--- config.mk ---
export PLATFORM = sky130hd
export DESIGN_NAME = truth_table_sweeper
export DESIGN_NICKNAME = d
export VERILOG_FILES = /design/src/rtl/truth_table_sweeper.sv
export SDC_FILE = /design/constraint.sdc
export NUM_CORES = 1
export LEC_CHECK = 0
export CORE_AREA = 8 8 68 70
export DETAILED_ROUTE_END_ITERATION = 8
export DIE_AREA = 0 0 76 78
export GPL_ROUTABILITY_DRIVEN = 0
export MAX_ROUTING_LAYER = met4
export PLACE_DENSITY = 0.71
export SYNTH_ARGS = -nofsm -noshare
export SYNTH_HDL_FRONTEND = slang
export SYNTH_SLANG_ARGS = --single-unit
--- constraint.sdc ---
create_clock -name clk_i -period 2.8 [get_ports clk_i]
set_input_delay 0.28 -clock clk_i [delete_from_list [all_inputs] [get_ports clk_i]]
set_output_delay 0.28 -clock clk_i [all_outputs]
set_load 0.01 [all_outputs]
--- src/rtl/truth_table_sweeper.sv ---
// truth_table_sweeper: exhaustive self-timed sweep comparing a reference block against an implementation.
module truth_table_sweeper #(
    parameter int N_IN   = 2,
    parameter int N_OUT  = 1,
    parameter int SETTLE = 1,
    parameter int CNT_W  = 8
) (
    input  logic             clk_i,
    input  logic             reset_n_i,
    input  logic             start_i,
    output logic [N_IN-1:0]  vec_o,
    input  logic [N_OUT-1:0] ref_i,
    input  logic [N_OUT-1:0] dut_i,
    output logic             busy_o,
    output logic             done_o,
    output logic             pass_o,
    output logic [CNT_W-1:0] mismatch_cnt_o,
    output logic [N_IN-1:0]  first_fail_vec_o,
    output logic             first_fail_vld_o
);
    typedef enum logic [1:0] {IDLE, WAIT, CMP, DONE} state_e;
    localparam logic [7:0] WAIT_INIT = (SETTLE == 0) ? 8'd0 : 8'(SETTLE - 1);
    localparam state_e AFTER_VEC = (SETTLE > 0) ? WAIT : CMP;
    state_e           state_q, state_d;
    logic [N_IN-1:0]  vec_q, vec_d, ffv_q, ffv_d;
    logic [CNT_W-1:0] cnt_q, cnt_d, cnt_inc;
    logic [7:0]       wait_q, wait_d;
    logic             vld_q, vld_d, pass_q, pass_d, mis;
    always_ff @(posedge clk_i or negedge reset_n_i) begin
        if (!reset_n_i) begin
            state_q <= IDLE;
            vec_q   <= '0;
            ffv_q   <= '0;
            cnt_q   <= '0;
            wait_q  <= '0;
            vld_q   <= 1'b0;
            pass_q  <= 1'b0;
        end else begin
            state_q <= state_d;
            vec_q   <= vec_d;
            ffv_q   <= ffv_d;
            cnt_q   <= cnt_d;
            wait_q  <= wait_d;
            vld_q   <= vld_d;
            pass_q  <= pass_d;
        end
    end
    always_comb begin
        state_d = state_q;
        vec_d   = vec_q;
        ffv_d   = ffv_q;
        cnt_d   = cnt_q;
        wait_d  = wait_q;
        vld_d   = vld_q;
        pass_d  = pass_q;
        mis     = ref_i != dut_i;
        cnt_inc = (mis && cnt_q != '1) ? cnt_q + 1'b1 : cnt_q;
        case (state_q)
            IDLE, DONE: begin
                if (start_i) begin
                    state_d = AFTER_VEC;
                    vec_d   = '0;
                    ffv_d   = '0;
                    cnt_d   = '0;
                    vld_d   = 1'b0;
                    pass_d  = 1'b0;
                    wait_d  = WAIT_INIT;
                end
            end
            WAIT: begin
                if (wait_q == '0) state_d = CMP;
                else wait_d = wait_q - 1'b1;
            end
            default: begin
                cnt_d = cnt_inc;
                if (mis && !vld_q) begin
                    ffv_d = vec_q;
                    vld_d = 1'b1;
                end
                // Last vector: hold vec_o at all-ones rather than wrapping.
                if (vec_q == '1) begin
                    state_d = DONE;
                    pass_d  = cnt_inc == '0;
                end else begin
                    state_d = AFTER_VEC;
                    vec_d   = vec_q + 1'b1;
                    wait_d  = WAIT_INIT;
                end
            end
        endcase
    end
    always_comb begin
        vec_o            = vec_q;
        busy_o           = state_q == WAIT || state_q == CMP;
        done_o           = state_q == DONE;
        pass_o           = pass_q;
        mismatch_cnt_o   = cnt_q;
        first_fail_vec_o = ffv_q;
        first_fail_vld_o = vld_q;
    end
endmodule

### Word-level counts from Yosys, hierarchy flattened

Index checks and enable logic that the tools add are counted.
W data, S select, Z words.

| word-level totals | value |
|---|---|
| register bits | 24 |
| bits in latches | 0 |
| input bits | 5 |
| RAM bits | 0 |
| memories kept | 0 |
| word-level logic and storage cells | 58 |
| memory bits (read-only) | 0 |
| output and inout port bits | 16 |

| cells by class | value |
|---|---|
| $add $sub $neg | 3 |
| reduce and logical (&&, ||, !) cells | 16 |
| shifts and indexed selects | 0 |
| muxes and demuxes | 20 |
| multipliers | 0 |
| bitwise gates (word level) | 1 |
| eq/ne operators | 11 |
| divide/modulo/power cells | 0 |
| $lt $le $gt $ge | 0 |

Operators by type and width:

| kind | count |
|---|---|
| $mux W8 | 4 |
| $pmux W8 S2 | 2 |
| $logic_not A8 Y1 | 2 |
| $mux W2 | 6 |
| $pmux W2 S2 | 3 |
| $reduce_and A3 Y1 | 4 |
| $add A8 B1 Y8 const B | 1 |
| $ne A8 B8 Y1 const B | 1 |
| $sub A8 B1 Y8 const B | 1 |
| $eq A2 B2 Y1 const B | 3 |
| $ne A2 B2 Y1 const B | 3 |
| $pmux W1 S2 | 2 |
| $reduce_and A2 Y1 | 2 |
| $reduce_bool A2 Y1 | 2 |
| $mux W1 | 3 |
| $ne A3 B1 Y1 const B | 1 |
| $add A2 B1 Y2 const B | 1 |
| $eq A2 B1 Y1 const B | 1 |
| $logic_and A1 B1 Y1 | 2 |
| $logic_not A2 Y1 | 1 |
| $ne A2 B1 Y1 const B | 1 |
| $reduce_or A2 Y1 | 1 |
| $logic_not A1 Y1 | 1 |
| $logic_or A1 B1 Y1 | 1 |
| other kinds (2) | 2 |

### Depth between registers and ports, before layout

Gate-level depths: netlist of the first run.

| logic depth | value |
|---|---|
| depth after elaboration | 6 |
| gate-level depth with buffers | 9 |
| mapped depth without buffers | 7 |

### Worst setup path after synthesis of the first run

OpenSTA, ideal clock, no wires.

| timing path | value |
|---|---|
| kind | register -> register |
| from | register state_q[0] |
| to | register wait_q[5] |
| setup slack | 0.908 ns |
| period minus slack after synthesis | 1.892 ns |
| library setup time | 0.132 ns |
| buffers on the path | 1 |
| stages on the path, launching flop included | 9 |
| arrival time | 1.761 ns |
| data required time | 2.668 ns |
| cell sequence | dfrtp_1 > inv_1 > ha_1 > clkbuf_1 > nand2b_1 > o211ai_2 > or4_1 > xor2_1 > nor2_1 |

| between the ends | value |
|---|---|
| word-level cells in the longest chain between the ends | 4 |

Ends and longest elaborated chain:

| element | RTL line | text |
|---|---|---|
| start, declared | 24 | `state_e state_q, state_d;` |
| start signal, assigned | 39 | `state_q <= state_d;` |
| $eq A2 B2 Y1 or $logic_not A2 Y1 (tied branches) | 58 | `case (state_q)` |
| $reduce_or A2 Y1 | 58 |  |
| $ne A3 B1 Y1 (no line) or $ne A2 B2 Y1 (tied branches) | - |  |
| $reduce_and A3 Y1 (no line) | - |  |
| end signal, assigned | 43 | `wait_q <= wait_d;` |
| end, declared | 27 | `logic [7:0] wait_q, wait_d;` |

Parallel ways exist; a longest one is shown, timed or not.
A chain may end at the register's enable or synchronous reset.

### Worst setup path in the final report of the first run

| timing path | value |
|---|---|
| from | register state_q[0] |
| to | output busy_o |

| between the ends | value |
|---|---|
| word-level cells in the longest chain between the ends | 2 |

Ends and longest elaborated chain:

| element | RTL line | text |
|---|---|---|
| $eq A2 B1 Y1 or $eq A2 B2 Y1 (tied branches) | 94 | `busy_o = state_q == WAIT \|\| state_q == CMP;` |
| $logic_or A1 B1 Y1 (*) | 94 |  |
| end, declared | 14 | `output logic busy_o,` |

Every way passes the cells marked *; elsewhere a longest branch is shown, timed or not.

==> results.md, run 1 <==
* Largest net degree at the start of global routing at 25
* Final Power at 1.531 mW
* Syn Inst Count at 174
* # resized after CTS at 0
* CP Launch Type: flip-flop
* # DRC at 0
* Fill cells at 335
* Final TNS setup at 0 ns
* Status: finished clean
* Final Hold Vio Count at 0
* Synth-to-layout area growth at 18.60%
* Gr ovfl total at 0
* First-pass GRT wire length at 5858 µm
* Top cells by area, synth: dfrtp_1 40%, ha_1 6.6%, o21ai_0 5.9%
* Arrival @ worst endpoint at 1.95 ns
* CP max stage cell: clkdlybuf4s50_1
* Top Family by Delay on Critical Path: buffers and inverters
* Root buffer cell: clkbuf_4
* Layout cells sized above 1 at 0.07895
* Hold_buf cts at 0
* Max-cap viol count at 0
* Fmax at 449.0 MHz
* Sequential area share after synthesis at 0.3951
* Final wirelength at 3353 µm
* LEAKAGE at 0.7738 nW
* Die width at 76 µm
* Fin nets at 204
* Post-layout min period at 2.227 ns
* Hold Path Class: in -> async
* DIE AREA at 5928 µm²
* Syn Nets at 187
* First-pass DRT Iterations at 4
* Slew Viols, Final at 0
* Wire per inst at 14.09 µm
* Antenna violations before repair at 0
* RSZ-0062 raised after global routing: false
* Final setup violation count at 0
* Most frequent cells in the layout: 24 x dfrtp_1, 20 x clkdlybuf4s50_1, 18 x nor2_1, 18 x o21ai_0, 17 x nand2_1
* Ant. Diodes at 0
* Tot GR Track Use at 0.1204
* Slew @ Worst Pin at 0.6136 ns
* Post-synth top area share at 0.3951
* Crit end category: output port
* Clock sinks at 24
* CTS max path bufs at 2
* IO Pins at 21
* # Post-CTS Setup Buffers at 0
* Setup slack, reg-to-reg at 0.67 ns
* Leading area contributor after synthesis: dfrtp_1
* CTS tree: done
* CP max FO at 17
* Routed Antenna Nets at 0
* Syn_area_per_cell at 8.737 µm²
* Die Y-Extent at 78 µm
* Post-Syn Area at 1520 µm²
* H-tree levels at 1
* Vias/cell at 5.475
* Power Density at 849.1 nW/µm²
* Reg-to-Reg Start: state_q[1]$_DFFE_PN0P_
* Async SR Flop Fraction at 1.000
* Clk pin slew, worst setup/hold paths at 0.15 ns
* Critical path class: reg -> out
* DP Wirelength at 2436 µm
* Distinct cell type count after synthesis at 47
* Post-route clock skew at 0.01200 ns
* Starting Density at 0.4281
* Required time worst endpoint at 2.52 ns
* Min setup slack post-route at 0.5727 ns
* Worst path max stage delay at 0.52 ns
* Flops & latches, synth at 24
* Port bufs at 20
* Yosys warning total at 0
* Vias in the first global route at 1271
* Pre-CTS WS at 0.5941 ns
* Commonest non-fill, non-tap cell in the layout: dfrtp_1
* CP bufs+invs at 4
* Core Area at 3551 µm²
* Tcrit/Tclk final at 0.7955
* Relative slew margins at 0.5909
* Core Rows at 22
* FF-to-FF path depth at 6
* Most used DFF post-synth: dfrtp_1
* Worst-path cell chain: inv_1 -> ha_1 -> buf_4 -> inv_1 -> clkdlybuf4s50_1
* Cell mode on critical path: inv_1
* Clk_lat worst skew at 0.33 ns
* Num CTS Buffers at 3
* Routed vias at 1303
* Initial DRC count at 68
* Worst IR Drop VDD at 0.3397 mV
* WHS at 0.2856 ns
* RR Endpoint: wait_q[5]$_DFFE_PN0P_
* Post-synth EDFFs at 0
[cell type report]
type,instances,area [µm²],share of cell area
multi-input cells,134,852.1,0.4726
flip-flops and latches,24,600.6,0.3331
repair buffers,22,215.2,0.1194
well taps,48,60.06,0.03331
clock inverters,1,30.03,0.01666
clock buffers,3,22.52,0.01249
inverters,6,22.52,0.01249
[report_power, final]
group	internal [mW]	switching (mW)
sequential	0.414	0.0860
clock	0.145	0.117
combinational	0.320	0.448
total	0.880	0.651
[through the flow]
step / area, µm² / utilization / std cells
finish: 1803 / 0.5078 / 238
global route: 1803 / 0.5078 / 238
CTS: 1803 / 0.5078 / 238
detailed placement: 1750 / 0.4930 / 234
global placement: 1750 / 0.4930 / 234
floorplan: 1520 / - / 174
[sequential cells by signal, indices dropped and copies added (netlist names)]
signal and cells:
mismatch_cnt_o 8, first_fail_vld_o 1, vec_o 2, state_q 2, pass_o 1, first_fail_vec_o 2
wait_q 8
[worst max path at each step]
| stage | startpoint | end | slack [ns] | depth (start not counted) |
|---|---|---|---|---|
| floorplan | state_q[0]$_DFFE_PN0P_ | wait_q[5]$_DFFE_PN0P_ | 0.91 | 8 |
| global placement | dut_i | pass_o$_DFFE_PN0P_ | 0.68 | 6 |
| detailed placement | dut_i | pass_o$_DFFE_PN0P_ | 0.59 | 6 |
| CTS | state_q[0]$_DFFE_PN0P_ | busy_o | 0.55 | 5 |
| global route | state_q[0]$_DFFE_PN0P_ | busy_o | 0.43 | 5 |
| finish | state_q[0]$_DFFE_PN0P_ | busy_o | 0.57 | 5 |
[cells by family after synthesis]
kind of cell	after synthesis	synth area share
adder cells (fa/ha/maj)	8	0.06585
multiplexers	4	0.02716
flip-flops	24	0.3951
AND/OR/NAND/NOR	67	0.2198
AO/OA/AOI/OAI	47	0.1967
buffers and inverters	16	0.04444
XOR/XNOR	8	0.05103
[per-layer routing]
layer / wire length [µm] / track usage
met5: 0 / -
met4: 82 / 0.05686
met3: 108 / 0.01959
met2: 1568 / 0.1885
met1: 1593 / 0.1478
[Yosys cell counts, types with 2 or more instances]
cell      instances
a22oi_1           2
nand3_1           8
nand2_1          17
dfrtp_1          24
inv_1             6
a21o_1            4
ha_1              8
buf_2             2
a21oi_1           9
xnor2_1           6
mux2i_1           3
clkbuf_1          6
nor3_1            6
o21ai_0          18
nand2b_1          3
nor4_1            2
o211ai_1          2
nor2_1           18
nand4_1           2
(Power assumes the default switching activity.)
==> run 2, diff against run 1 <==
PLACE_DENSITY = 0.74   (was 0.71)
clock period = 1.95 ns   (was 2.8 ns; I/O delays follow)
==> results.md, run 2 (synthesized netlist as in run 1, its figures left out) <==
* Status: finished clean (unchanged)
* IO Pins at 21 (unchanged)
* Core Area at 3551 µm² (unchanged)
* WHS at 0.2132 ns (was 0.2856 ns)
* Required time worst endpoint at 2.17 ns (was 2.52 ns)
* Gr ovfl total at 0 (unchanged)
* Max-cap viol count at 0 (unchanged)
* Routed wire length on met3 at 120 µm (was 108 µm)
* Slew Viols, Final at 0 (unchanged)
* Fin cells at 252 (was 238)
* Vias in the first global route at 1335 (was 1271)
* Wire per inst at 13.34 µm (was 14.09 µm)
* Antenna violations before repair at 0 (unchanged)
* LEAKAGE at 0.8380 nW (was 0.7738 nW)
* Fin nets at 218 (was 204)
* Most frequent cells in the layout: 22 x dfrtp_1, 19 x clkdlybuf4s50_1, 18 x nor2_1, 18 x o21ai_0, 17 x nand2_1 (was 24 x dfrtp_1, 20 x clkdlybuf4s50_1, 18 x nor2_1, 18 x o21ai_0, 17 x nand2_1)
* Critical path class: reg -> reg (was reg -> out)
* H-tree levels at 1 (unchanged)
* DIE AREA at 5928 µm² (unchanged)
* Final core utilization at 0.5426 (was 0.5078)
* # DRC at 0 (unchanged)
* Clk_lat worst skew at 0.32 ns (was 0.33 ns)
* Top Family by Delay on Critical Path: simple AND/OR/NAND/NOR gates (was buffers and inverters)
* FF-to-FF path depth at 8 (was 6)
* RSZ-0062 raised after global routing: false (unchanged)
* CP max FO at 7 (was 17)
* Reg area at 603.1 µm² (was 600.6 µm²)
* Post-route clock skew at 0.009118 ns (was 0.01200 ns)
* CP bufs+invs at 2 (was 4)
* Layout cells sized above 1 at 0.1667 (was 0.07895)
* Relative slew margins at 0.7522 (was 0.5909)
* Core Rows at 22 (unchanged)
* Port bufs at 20 (unchanged)
* Largest net degree at the start of global routing at 25 (unchanged)
* Met1 wire length at 1613 µm (was 1593 µm)
* Tcrit/Tclk final at 0.9345
* Fill cells at 322 (was 335)
* Routed vias at 1342 (was 1303)
* First-pass DRT Iterations at 4 (unchanged)
* Tot GR Track Use at 0.1204 (about the same)
* Top layer in use: met4 (unchanged)
* Met2 WL at 1569 µm (was 1568 µm)
* Commonest non-fill, non-tap cell in the layout: dfrtp_1 (unchanged)
* Arrival @ worst endpoint at 2.04 ns (was 1.95 ns)
* Power Density at 1168 nW/µm² (was 849.1 nW/µm²)
* Worst-path cell chain: inv_1 -> ha_1 -> or3b_2 -> o211ai_2 -> buf_12 -> nor3_1 -> xnor2_1 -> nor2_1 (was inv_1 -> ha_1 -> buf_4 -> inv_1 -> clkdlybuf4s50_1)
* Setup slack, reg-to-reg at 0.13 ns (was 0.67 ns)
* Clk pin slew, worst setup/hold paths at 0.14 ns (was 0.15 ns)
* CTS tree: done (unchanged)
* CP max stage cell: or3b_2 (was clkdlybuf4s50_1)
* Hold_buf cts at 0 (unchanged)
* Worst path max stage delay at 0.46 ns (was 0.52 ns)
* Synth-to-layout area growth at 26.75% (was 18.60%)
* Final setup violation count at 0 (unchanged)
* First-pass GRT wire length at 5975 µm (was 5858 µm)
* Multi-input gate area at 873.3 µm² (was 852.1 µm²)
* Fmax at 548.8 MHz
* Hold Path Class: in -> async (unchanged)
* Post-layout min period at 1.822 ns
* Initial DRC count at 85 (was 68)
* CP Launch Type: flip-flop (unchanged)
* Num CTS Buffers at 3 (unchanged)
* Clock sinks at 24 (unchanged)
* Worst IR Drop VDD at 0.5940 mV (was 0.3397 mV)
* Ant. Diodes at 0 (unchanged)
* Final Hold Vio Count at 0 (unchanged)
* Reg-to-Reg Start: wait_q[0]$_DFFE_PN0P_ (was state_q[1]$_DFFE_PN0P_)
* Placed insts at 247 (was 234)
* Starting Density at 0.4281 (unchanged)
* Vias/cell at 5.325 (was 5.475)
* Slew @ Worst Pin at 0.3688 ns (was 0.6136 ns)
* Die Y-Extent at 78 µm (unchanged)
* Crit end category: flip-flop (was output port)
* Routed Antenna Nets at 0 (unchanged)
* RR Endpoint: wait_q[7]$_DFFE_PN0P_ (was wait_q[5]$_DFFE_PN0P_)
* CTS max path bufs at 2 (unchanged)
* DP Wirelength at 2494 µm (was 2436 µm)
* Die width at 76 µm (unchanged)
* Final wirelength at 3362 µm (was 3353 µm)
* Root buffer cell: clkbuf_4 (unchanged)
[run 2: final cells by class]
class	count	area share
multi-input cells	134	0.4532
well taps	48	0.03117
repair buffers	36	0.1721
clock buffers	4	0.01883
inverters	6	0.01169
flip-flops and latches	24	0.3130
[run 2: worst reg2reg max path: stages (launching register included)]
cell and delay [ns]:
dfrtp_1 0.42, inv_1 0.09, ha_1 0.13, or3b_2 0.46, o211ai_2 0.24, buf_12 0.15, nor3_1 0.06, xnor2_1 0.14
nor2_1 0.05
[run 2: worst max path at each step]
stage / startpoint / end / slack, ns / cells past startpoint
3_3_place_gp: dut_i / pass_o$_DFFE_PN0P_ / 0.02 / 6
3_5_place_dp: dut_i / pass_o$_DFFE_PN0P_ / -0.01 / 6
2_1_floorplan: state_q[0]$_DFFE_PN0P_ / wait_q[5]$_DFFE_PN0P_ / 0.06 / 8
6_report: wait_q[0]$_DFFE_PN0P_ / wait_q[7]$_DFFE_PN0P_ / 0.13 / 8
5_1_grt: wait_q[0]$_DFFE_PN0P_ / wait_q[3]$_DFFE_PN0P_ / 0.009 / 8
4_1_cts: state_q[1]$_DFFE_PN0P_ / wait_q[5]$_DFFE_PN0P_ / 0.02 / 7
[run 2: through the flow]
step / setup slack, ns / total power [mW] / TNS, ns / cell area (µm²)
6_report: 0.1277 / 2.250 / 0 / 1927
2_1_floorplan: 0.05756 / 1.426 / 0 / 1520
4_1_cts: 0.02184 / 2.237 / 0 / 1903
5_1_grt: 0.009016 / 2.451 / 0 / 1927
3_5_place_dp: -0.01464 / 1.962 / -0.01464 / 1861
3_3_place_gp: 0.02009 / 1.948 / 0 / 1861
[run 2: report_power, final]
group / switching (mW) / leakage [nW] / internal [mW]
clock network: 0.154 / 0.0210 / 0.114
logic: 0.696 / 0.497 / 0.587
registers: 0.101 / 0.320 / 0.597
total: 0.951 / 0.838 / 1.30
[run 2: timing repair]
action                                  in CTS  in global routing
endpoints found under the setup margin       1                  4
setup buffers                                1                  0
gates cloned                                 0                  0
resized for setup                            1                  6
[run 2: routing by layer]
layer  track usage  vias to the layer above
met1        0.1515                      635
li1              -                      675
met4       0.06471                        0
met3       0.01382                        4
met2        0.1851                       28
met5             -                        -
==> run 3, diff against run 2 <==
CORE_AREA = 2 2 62 64   (was 8 8 68 70)
DIE_AREA = 0 0 64 66   (was 0 0 76 78)
DONT_BUFFER_PORTS = 1   (was default)
PLACE_DENSITY = 0.66   (was 0.74)
==> results.md, run 3 (synthesized netlist as in run 1, its figures left out) <==
* CP max FO at 5 (was 7)
* Clk pin slew, worst setup/hold paths at 0.15 ns (was 0.14 ns)
* Clk_lat worst skew at 0.34 ns (was 0.32 ns)
* Gr ovfl total at 0 (unchanged)
* Vias in the first global route at 1233 (was 1335)
* Slew Viols, Final at 0 (unchanged)
* Sw Pwr at 0.9350 mW (was 0.9515 mW)
* WHS at 0.2054 ns (was 0.2132 ns)
* Core Rows at 22 (unchanged)
* Antenna violations before repair at 0 (unchanged)
* CTS tree: done (unchanged)
* Final Power at 2.118 mW (was 2.250 mW)
* Port bufs at 0 (was 20)
* Critical path class: reg -> reg (unchanged)
* Fill cells at 329 (was 322)
* CP bufs+invs at 1 (was 2)
* Seq pwr share at 0.348 (was 0.310)
* H-tree levels at 1 (unchanged)
* Root buffer cell: clkbuf_4 (unchanged)
* Crit end category: flip-flop (unchanged)
* Die width at 64 µm (was 76 µm)
* Final wirelength at 3379 µm (was 3362 µm)
* Clock power frac at 0.175 (was 0.119)
* Tcrit/Tclk final at 0.9631 (was 0.9345)
* DP Wirelength at 2489 µm (was 2494 µm)
* Reg-to-Reg Start: state_q[0]$_DFFE_PN0P_ (was wait_q[0]$_DFFE_PN0P_)
* Ant. Diodes at 0 (unchanged)
* Die Y-Extent at 66 µm (was 78 µm)
* Worst IR Drop VDD at 0.4197 mV (was 0.5940 mV)
* Combinational Power Share at 0.477 (was 0.570)
* Final core utilization at 0.4863 (was 0.5426)
* Num CTS Buffers at 3 (unchanged)
* Min-delay src: start_i
* CP max stage cell: or4_4 (was or3b_2)
* Layout cells sized above 1 at 0.1585 (was 0.1667)
* Min setup slack post-route at 0.07186 ns (was 0.1277 ns)
* Internal power at 1.183 mW (was 1.299 mW)
* Tot GR Track Use at 0.1790 (was 0.1204)
* Fin nets at 197 (was 218)
* Setup slack, reg-to-reg at 0.07 ns (was 0.13 ns)
* Largest net degree at the start of global routing at 25 (unchanged)
* First-pass GRT wire length at 5747 µm (was 5975 µm)
* Post-route clock skew at 0.01940 ns (was 0.009118 ns)
* Busiest grt layer: met2 (unchanged)
* DIE AREA at 4224 µm² (was 5928 µm²)
* Placed insts at 224 (was 247)
* Vias/cell at 5.485 (was 5.325)
* Slew @ Worst Pin at 0.4683 ns (was 0.3688 ns)
* Post-layout min period at 1.878 ns (was 1.822 ns)
* Commonest non-fill, non-tap cell in the layout: dfrtp_1 (unchanged)
* Top Family by Delay on Critical Path: simple AND/OR/NAND/NOR gates (unchanged)
* Fmax at 532.4 MHz (was 548.8 MHz)
* FF-to-FF path depth at 7 (was 8)
* Arrival @ worst endpoint at 2.11 ns (was 2.04 ns)
* Status: finished clean (unchanged)
* CP Launch Type: flip-flop (unchanged)
* Core Area at 3551 µm² (unchanged)
* Final setup violation count at 0 (unchanged)
* Met1 usage at 0.2086 (was 0.1515)
* Worst path max stage delay at 0.49 ns (was 0.46 ns)
* Synth-to-layout area growth at 13.58% (was 26.75%)
* RR Endpoint: wait_q[5]$_DFFE_PN0P_ (was wait_q[7]$_DFFE_PN0P_)
* Routed vias at 1267 (was 1342)
* CTS max path bufs at 2 (unchanged)
* Pre-CTS WS at 0.08465 ns (was -0.01464 ns)
* Power Density at 1227 nW/µm² (was 1168 nW/µm²)
* Switching Fraction at 0.4415 (was 0.4229)
* Fin cells at 231 (was 252)
* Final Hold Vio Count at 0 (unchanged)
* RSZ-0062 raised after global routing: true (was false)
* IO Pins at 21 (unchanged)
* Initial DRC count at 118 (was 85)
* Hold path cells at 3
* M2 GR Usage at 0.3099 (was 0.1851)
* M3 GR Usage at 0.03748 (was 0.01382)
* Clock sinks at 24 (unchanged)
* Required time worst endpoint at 2.18 ns (was 2.17 ns)
* Wire per inst at 14.63 µm (was 13.34 µm)
* Hold Path Class: in -> reg (was in -> async)
* LEAKAGE at 0.7722 nW (was 0.8380 nW)
* Hold endpoint: wait_q[7]$_DFFE_PN0P_
* Worst-path cell chain: inv_1 -> ha_1 -> nand2b_1 -> o211ai_2 -> or4_4 -> xor2_1 -> nor2_1 (was inv_1 -> ha_1 -> or3b_2 -> o211ai_2 -> buf_12 -> nor3_1 -> xnor2_1 -> nor2_1)
* # DRC at 0 (unchanged)
* Relative slew margins at 0.6855 (was 0.7522)
* Max-cap viol count at 0 (unchanged)
* Most frequent cells in the layout: 23 x dfrtp_1, 18 x nor2_1, 18 x o21ai_0 (was 22 x dfrtp_1, 19 x clkdlybuf4s50_1, 18 x nor2_1, 18 x o21ai_0, 17 x nand2_1)
* First-pass DRT Iterations at 4 (unchanged)
* Starting Density at 0.4281 (unchanged)
* Routed Antenna Nets at 0 (unchanged)
run 3: what timing repair did:
action                                  in CTS  in global routing
gates resized for setup                      0                  4
buffers inserted                             0                  1
hold endpoints to repair                    24                  0
hold buffers                                 2                  0
endpoints found under the setup margin       0                 10
run 3: metrics by stage:
stage | TNS (ns) | instance area (µm²)
finish | 0 | 1727
global route | -0.06520 | 1727
CTS | 0 | 1708
detailed placement | 0 | 1625
global placement | 0 | 1625
floorplan | 0 | 1520
run 3: power by group through the flow:
stage,clock (mW),sequential [mW],combinational (mW)
after global placement,0,0.739,0.966
after global routing,0.400,0.759,1.14
after detailed placement,0,0.745,0.991
final,0.371,0.737,1.01
after floorplan,0,0.724,0.701
after CTS,0.380,0.735,1.02
run 3: worst max path at each step:
stage | from | end | slack, ns | cells past startpoint
floorplan | state_q[0]$_DFFE_PN0P_ | wait_q[5]$_DFFE_PN0P_ | 0.06 | 8
global placement | state_q[0]$_DFFE_PN0P_ | wait_q[5]$_DFFE_PN0P_ | 0.13 | 7
detailed placement | state_q[0]$_DFFE_PN0P_ | wait_q[5]$_DFFE_PN0P_ | 0.08 | 7
CTS | state_q[0]$_DFFE_PN0P_ | wait_q[5]$_DFFE_PN0P_ | 0.05 | 7
global route | state_q[0]$_DFFE_PN0P_ | wait_q[5]$_DFFE_PN0P_ | -0.03 | 7
finish | state_q[0]$_DFFE_PN0P_ | wait_q[5]$_DFFE_PN0P_ | 0.07 | 7
run 3: cell type report:
| type | instances | area, µm² | share of cell area |
|---|---|---|---|
| Clock buffer | 3 | 22.52 | 0.01304 |
| Clock inverter | 1 | 30.03 | 0.01739 |
| Inverter | 6 | 22.52 | 0.01304 |
| Multi-Input combinational cell | 134 | 858.3 | 0.4971 |
| Sequential cell | 24 | 601.8 | 0.3485 |
| Tap cell | 48 | 60.06 | 0.03478 |
| Timing Repair Buffer | 15 | 131.4 | 0.07609 |
run 3: worst register-to-register path: cells and delay by family (launching register included):
kind / cells / cell delay (ns)
AND/OR/NAND/NOR: 3 / 0.71
flip-flops: 1 / 0.43
adder cells (fa/ha/maj): 1 / 0.31
XOR/XNOR: 1 / 0.14
AO/OA/AOI/OAI: 1 / 0.13
buffers and inverters: 1 / 0.05
run 3: layer usage:
| metal | vias to the layer above | wire (µm) |
|---|---|---|
| li1 | 632 | - |
| met1 | 613 | 1447 |
| met2 | 17 | 1743 |
| met3 | 5 | 148 |
| met4 | 0 | 40 |
| met5 | - | 0 |
==> edit 1 (settings of run 2) <==
Put a register stage on the output `mismatch_cnt_o`, with the module's reset. The value now appears one clock later. The other outputs are not delayed to match.
--- a/src/rtl/truth_table_sweeper.sv
+++ b/src/rtl/truth_table_sweeper.sv
@@ -23,2 +23,4 @@
     localparam state_e AFTER_VEC = (SETTLE > 0) ? WAIT : CMP;
+
+    logic [CNT_W-1:0] mismatch_cnt_d;
     state_e           state_q, state_d;
@@ -96,3 +98,3 @@
         pass_o           = pass_q;
-        mismatch_cnt_o   = cnt_q;
+        mismatch_cnt_d   = cnt_q;
         first_fail_vec_o = ffv_q;
@@ -100,2 +102,10 @@
     end
+    always_ff @(posedge clk_i or negedge reset_n_i) begin
+        if (!reset_n_i) begin
+            mismatch_cnt_o <= '0;
+        end else begin
+            mismatch_cnt_o <= mismatch_cnt_d;
+        end
+    end
+
 endmodule
Function: changed (a bounded check fails within 4 cycles, from zero or initial values and one cycle with reset_n_i low).
==> edit 1 against run 2 <==
Non-clock buffer count up 6. Sequential cell count rose by 8. Area after synthesis up 15%. Critical path depth did not move. Cell area rose by 15%. Clock power increased by 46%. Total power rose by 24%. Via count grew 9.5%. Count of clock-buffer cells in the layout grew 4. Wire length increased by 17%. Worst setup slack got worse by 57 ps. Core utilization increased by 8.2 points. Critical path type unchanged.
==> edit 1: results (changes against run 2) <==
Timing
  – Clock skew: 12.7 ps (+3.61 ps)
  – Hold slack: 253 ps (+39.8 ps)
  – Fmax achieved: 532 MHz (-3.0%)
  – Fin. Hold Viols: 0 (unchanged)
  – Slew headroom: 0.730 (-0.0221)

Routing
  – WL final: 3940 um (+17%)
  – Drt via density: 5.38 (+1.1%)
  – Highest routed layer: met4
  – Metal1 wirelength: 1630 um (+0.74%)
  – WL met3: 189 um (+57%)
  – Vias: 1470 (+9.5%)
  – Detailed-routed wire length on met2: 2050 um (+30%)
  – DRT Pass-1 Iters: 4 (unchanged)
  – DR iter-0 viols: 128 (+51%)

CTS
  – CTS buffer count: 5 (+2)
  – Clock-pin transition on the worst setup and hold timing paths: 90 ps (-50 ps)
  – Clock Latency Late Sink: 340 ps (+20 ps)
  – Root buffer cell: clkbuf_4
  – CTS Buffer Depth: 2 (unchanged)
  – H-tree lvl count: 2 (+1)

Worst setup path
  – CP delay by family, top: simple AND/OR/NAND/NOR gates
  – CP Max Fanout: 7 (unchanged)
  – Worst Setup SP: wait_q[1]
  – Worst Setup EP: wait_q[7]
  – CP peak stage delay: 430 ps (-30 ps)
  – Worst path slowest cell: dfrtp_1
  – R2R cell count: 8 (unchanged)
  – Worst Path Arrival: 2100 ps (+60 ps)
  – Worst reg-to-reg setup slack: 70 ps (-60 ps)

Run status
  – Status: complete, no violations

GRT
  – Total track usage: 0.145 (+0.0244)
  – Largest net degree at the start of global routing: 33 (+32%)
  – Initial antenna violation count: 0 (unchanged)
  – First-pass GRT wire length: 6840 um (+15%)
  – Vias in the first global route: 1555 (+16%)

Hold path
  – Hold Path Class: in2async

Power and ir drop
  – Leakage: 1.01 nW (+21%)
  – Cell Int Power: 1.66 mW (+28%)
  – Max IR drop VDD: 0.000613 V (+3.1%)

Place
  – Inst Count DP: 264 (+6.9%)
  – Post-DP Area: 2130 um^2 (+15%)
  – Pre-CTS setup slack: -30.4 ps (-15.8 ps)
  – IO Port Bufs: 20 (unchanged)
  – DPL Wire Length: 2890 um (+16%)

Logic synthesis
  – Fraction of registers with async set or reset after synthesis: 1.00 (unchanged)
  – Yosys cell types: 41 (-13%)
  – Yosys Warn Count: 0 (unchanged)
  – Top post-synthesis cells by count: 32 x dfrtp_1, 21 x nor2_1, 14 x a21oi_1, 14 x nand2_1, 14 x o21ai_0
  – Mean area per synthesized cell: 9.52 um^2 (+9.0%)
  – Sequential area share after synthesis: 0.457 (+0.0621)
  – Main area contributors after synthesis: dfrtp_1 46%, ha_1 5.7%, nor2_1 4.5%
  – Syn_nets: 197 (+5.3%)

Layout
  – Fin nets: 237 (+8.7%)
  – Biggest regs: cnt_q: 8 flops, mismatch_cnt_o: 8 flops, wait_q: 8 flops
  – Antenna diodes: 0 (unchanged)
  – Share of cells above drive strength 1: 0.182 (+0.0156)
==> edit 1: cell count changes after synthesis, sizes merged, moves of 3 or more <==
cell,delta
a21oi,+5
dfrtp,+8
inv,+3
mux2i,+4
nand2,-3
nor2,+3
o21ai,-5
==> edit 1: power groups by stage <==
stage | Combinational [mW] | Sequential (mW) | Clock [mW]
after CTS | 1.46 | 0.911 | 0.403
after detailed placement | 1.46 | 0.923 | 0
after floorplan | 0.799 | 0.955 | 0
after global routing | 1.64 | 0.933 | 0.423
after global placement | 1.42 | 0.917 | 0
final | 1.48 | 0.913 | 0.391
==> edit 1: layout make-up <==
class,count,area (um^2)
inverters,9,33.8
fillers,309,1330
well taps,48,60.1
clock buffers,8,58.8
flip-flops and latches,32,802
multi-input cells,134,898
repair buffers,42,364
==> edit 1: kinds of logic (layout without fill, tap and decap cells) <==
| family | after synthesis | count (layout) | synth area share |
|---|---|---|---|
| buffers and inverters | 18 | 59 | 0.0400 |
| and+or+nand+nor | 67 | 67 | 0.202 |
| muxes | 7 | 7 | 0.0400 |
| DFF | 32 | 32 | 0.457 |
| AOI/OAI and AO/OA | 42 | 42 | 0.154 |
| xor gates and xnor gates | 10 | 10 | 0.0500 |
| adders and majority gates | 8 | 8 | 0.0571 |
==> edit 1: what timing repair did <==
item | CTS | global route
hold buffers | 0 | 0
endpoints found under the setup margin | 1 | 6
resized for setup | 2 | 5
buffers inserted | 0 | 1
hold endpoints to repair | 0 | 0
pin swaps | 0 | 1
gates cloned | 0 | 0
==> edit 1: routing by layer <==
metal	track usage	vias to the layer above
met5	-	-
met4	0.106	0
met3	0.0323	6
met2	0.239	34
met1	0.150	712
li1	-	718
==> edit 2 (config.mk and constraints of run 2) <==
Made on the original files. The parameter `N_IN` goes from 2 to 1.
--- a/src/rtl/truth_table_sweeper.sv
+++ b/src/rtl/truth_table_sweeper.sv
@@ -2,3 +2,3 @@
 module truth_table_sweeper #(
-    parameter int N_IN   = 2,
+    parameter int N_IN   = 1,
     parameter int N_OUT  = 1,
Interface: changed (resized first_fail_vec_o and vec_o); port bits go from 21 to 19. The function was not compared with the original's and may differ.
==> edit 2 against run 2 <==
Cell count fell by 6.3%. Critical path depth fell by 1. Fmax fell by 2.9%. Sequential cell count fell by 2. Cell area fell by 8.0%. Wire length fell by 9.0%. Sequential power fell by 8.3%. Hold slack got worse by 4.7 ps. Die area did not move. Count of clock-buffer cells in the layout did not move. Worst setup slack got worse by 54 ps. Total power fell by 2.5%. Area after synthesis fell by 10%. Critical path type unchanged. Largest power group unchanged. Highest routed layer unchanged.
==> edit 2: results (changes against run 2) <==
Run status
  – Status: complete, no violations

Power and ir drop
  – Leakage: 0.810 nW (-3.4%)
  – Logic gate share of total power: 0.589 (+0.019)
  – Clock network power: 262 uW (-2%)
  – Max IR drop VDD: 0.000727 V (+22%)
  – Sw Share: 0.422 (-0.00122)

Routing
  – Detailed-routed wire length on met2: 1520 um (-3.1%)
  – Drt via density: 5.10 (-4.2%)
  – WL final: 3060 um (-9.0%)
  – DR iter-0 viols: 77 (-9.4%)
  – WL met3: 80 um (-33%)
  – Metal1 wirelength: 1420 um (-12%)

Worst setup path
  – CP peak stage delay: approximately 470 ps
  – CP Max Fanout: 4 (-3)
  – Worst Path Arrival: 2080 ps (+40 ps)

Logic synthesis
  – Adder-cell share of the synthesized area: 0.0640 (-0.00186)
  – Main area contributors after synthesis: dfrtp_1 40%, ha_1 6.4%, o21ai_0 5.5%
  – XOR/XNOR Fraction of Synth Area: 0.0384 (-0.0126)
  – Yosys cell types: 40 (-15%)
  – Sequential area share after synthesis: 0.402 (+0.00713)
  – Synth Area in Compound Gates: 0.203 (+0.00622)
  – Syn_nets: 164 (-12%)
  – Top post-synthesis cells by count: 22 x dfrtp_1, 15 x o21ai_0, 14 x nor2_1

GRT
  – Largest net degree at the start of global routing: 23 (-8.0%)
  – Total track usage: 0.112 (-0.00848)
  – Vias in the first global route: 1208 (-9.5%)
  – First-pass GRT wire length: 5490 um (-8.2%)

Timing
  – Clock skew: 2.77 ps (-6.35 ps)

Layout
  – Share of cells above drive strength 1: 0.197 (+0.0301)
  – # fillers: 329 (+2.2%)

CTS
  – Post-CTS Setup Bufs: 0 (-1)

Hold path
  – Hold Path Class: in2async

Place
  – DPL Wire Length: 2320 um (-7.0%)
  – Pre-CTS setup slack: -86.6 ps (-72.0 ps)
edit 2: cell count changes in the layout (fill, tap and decap cells not counted), sizes merged, moves of 2 or more:
| cell | delta |
|---|---|
| clkdlybuf4s50 | -2 |
| or2 | +2 |
| o21ai | -4 |
| xnor2 | -3 |
| dfrtp | -2 |
| a21o | -3 |
| nand2 | -2 |
| mux2i | +3 |
| o211ai | +2 |
| nand3 | -3 |
| nor3 | -3 |
| nor2 | -4 |
| buf | +5 |
edit 2: layer usage:
metal	vias up	global-route usage
met5	-	-
met2	11	0.190
li1	616	-
met1	573	0.123
met3	4	0.0323
met4	0	0.0373
edit 2: worst paths after layout:
kind | startpoint | to | slack, ps | cells after the start
max | wait_q[0] | wait_q[6] | 70 | 7
min | reset_n_i | first_fail_vec_o | 210 | 2
max reg2reg | wait_q[0] | wait_q[6] | 70 | 7
min reg2reg | wait_q[7] | wait_q[7] | 510 | 1
max in group asynchronous | reset_n_i | wait_q[3] | 1510 | 2
min in group clk_i | wait_q[7] | wait_q[7] | 510 | 1
edit 2: stage by stage:
| step | total power [mW] | instances | cell area (um^2) | hold slack [ps] |
|---|---|---|---|---|
| floorplan | 1.37 | 152 | 1370 | -101 |
| global placement | 1.93 | 232 | 1740 | 468 |
| detailed placement | 1.96 | 232 | 1740 | 478 |
| CTS | 2.21 | 236 | 1770 | 204 |
| global route | 2.38 | 236 | 1770 | 220 |
| finish | 2.19 | 236 | 1770 | 209 |
edit 2: final cells by class:
type / count / area share
Multi-Input combinational cell: 117 / 0.433
Inverter: 6 / 0.0127
Tap cell: 48 / 0.0339
Clock buffer: 4 / 0.0205
Sequential cell: 22 / 0.311
Timing Repair Buffer: 39 / 0.190
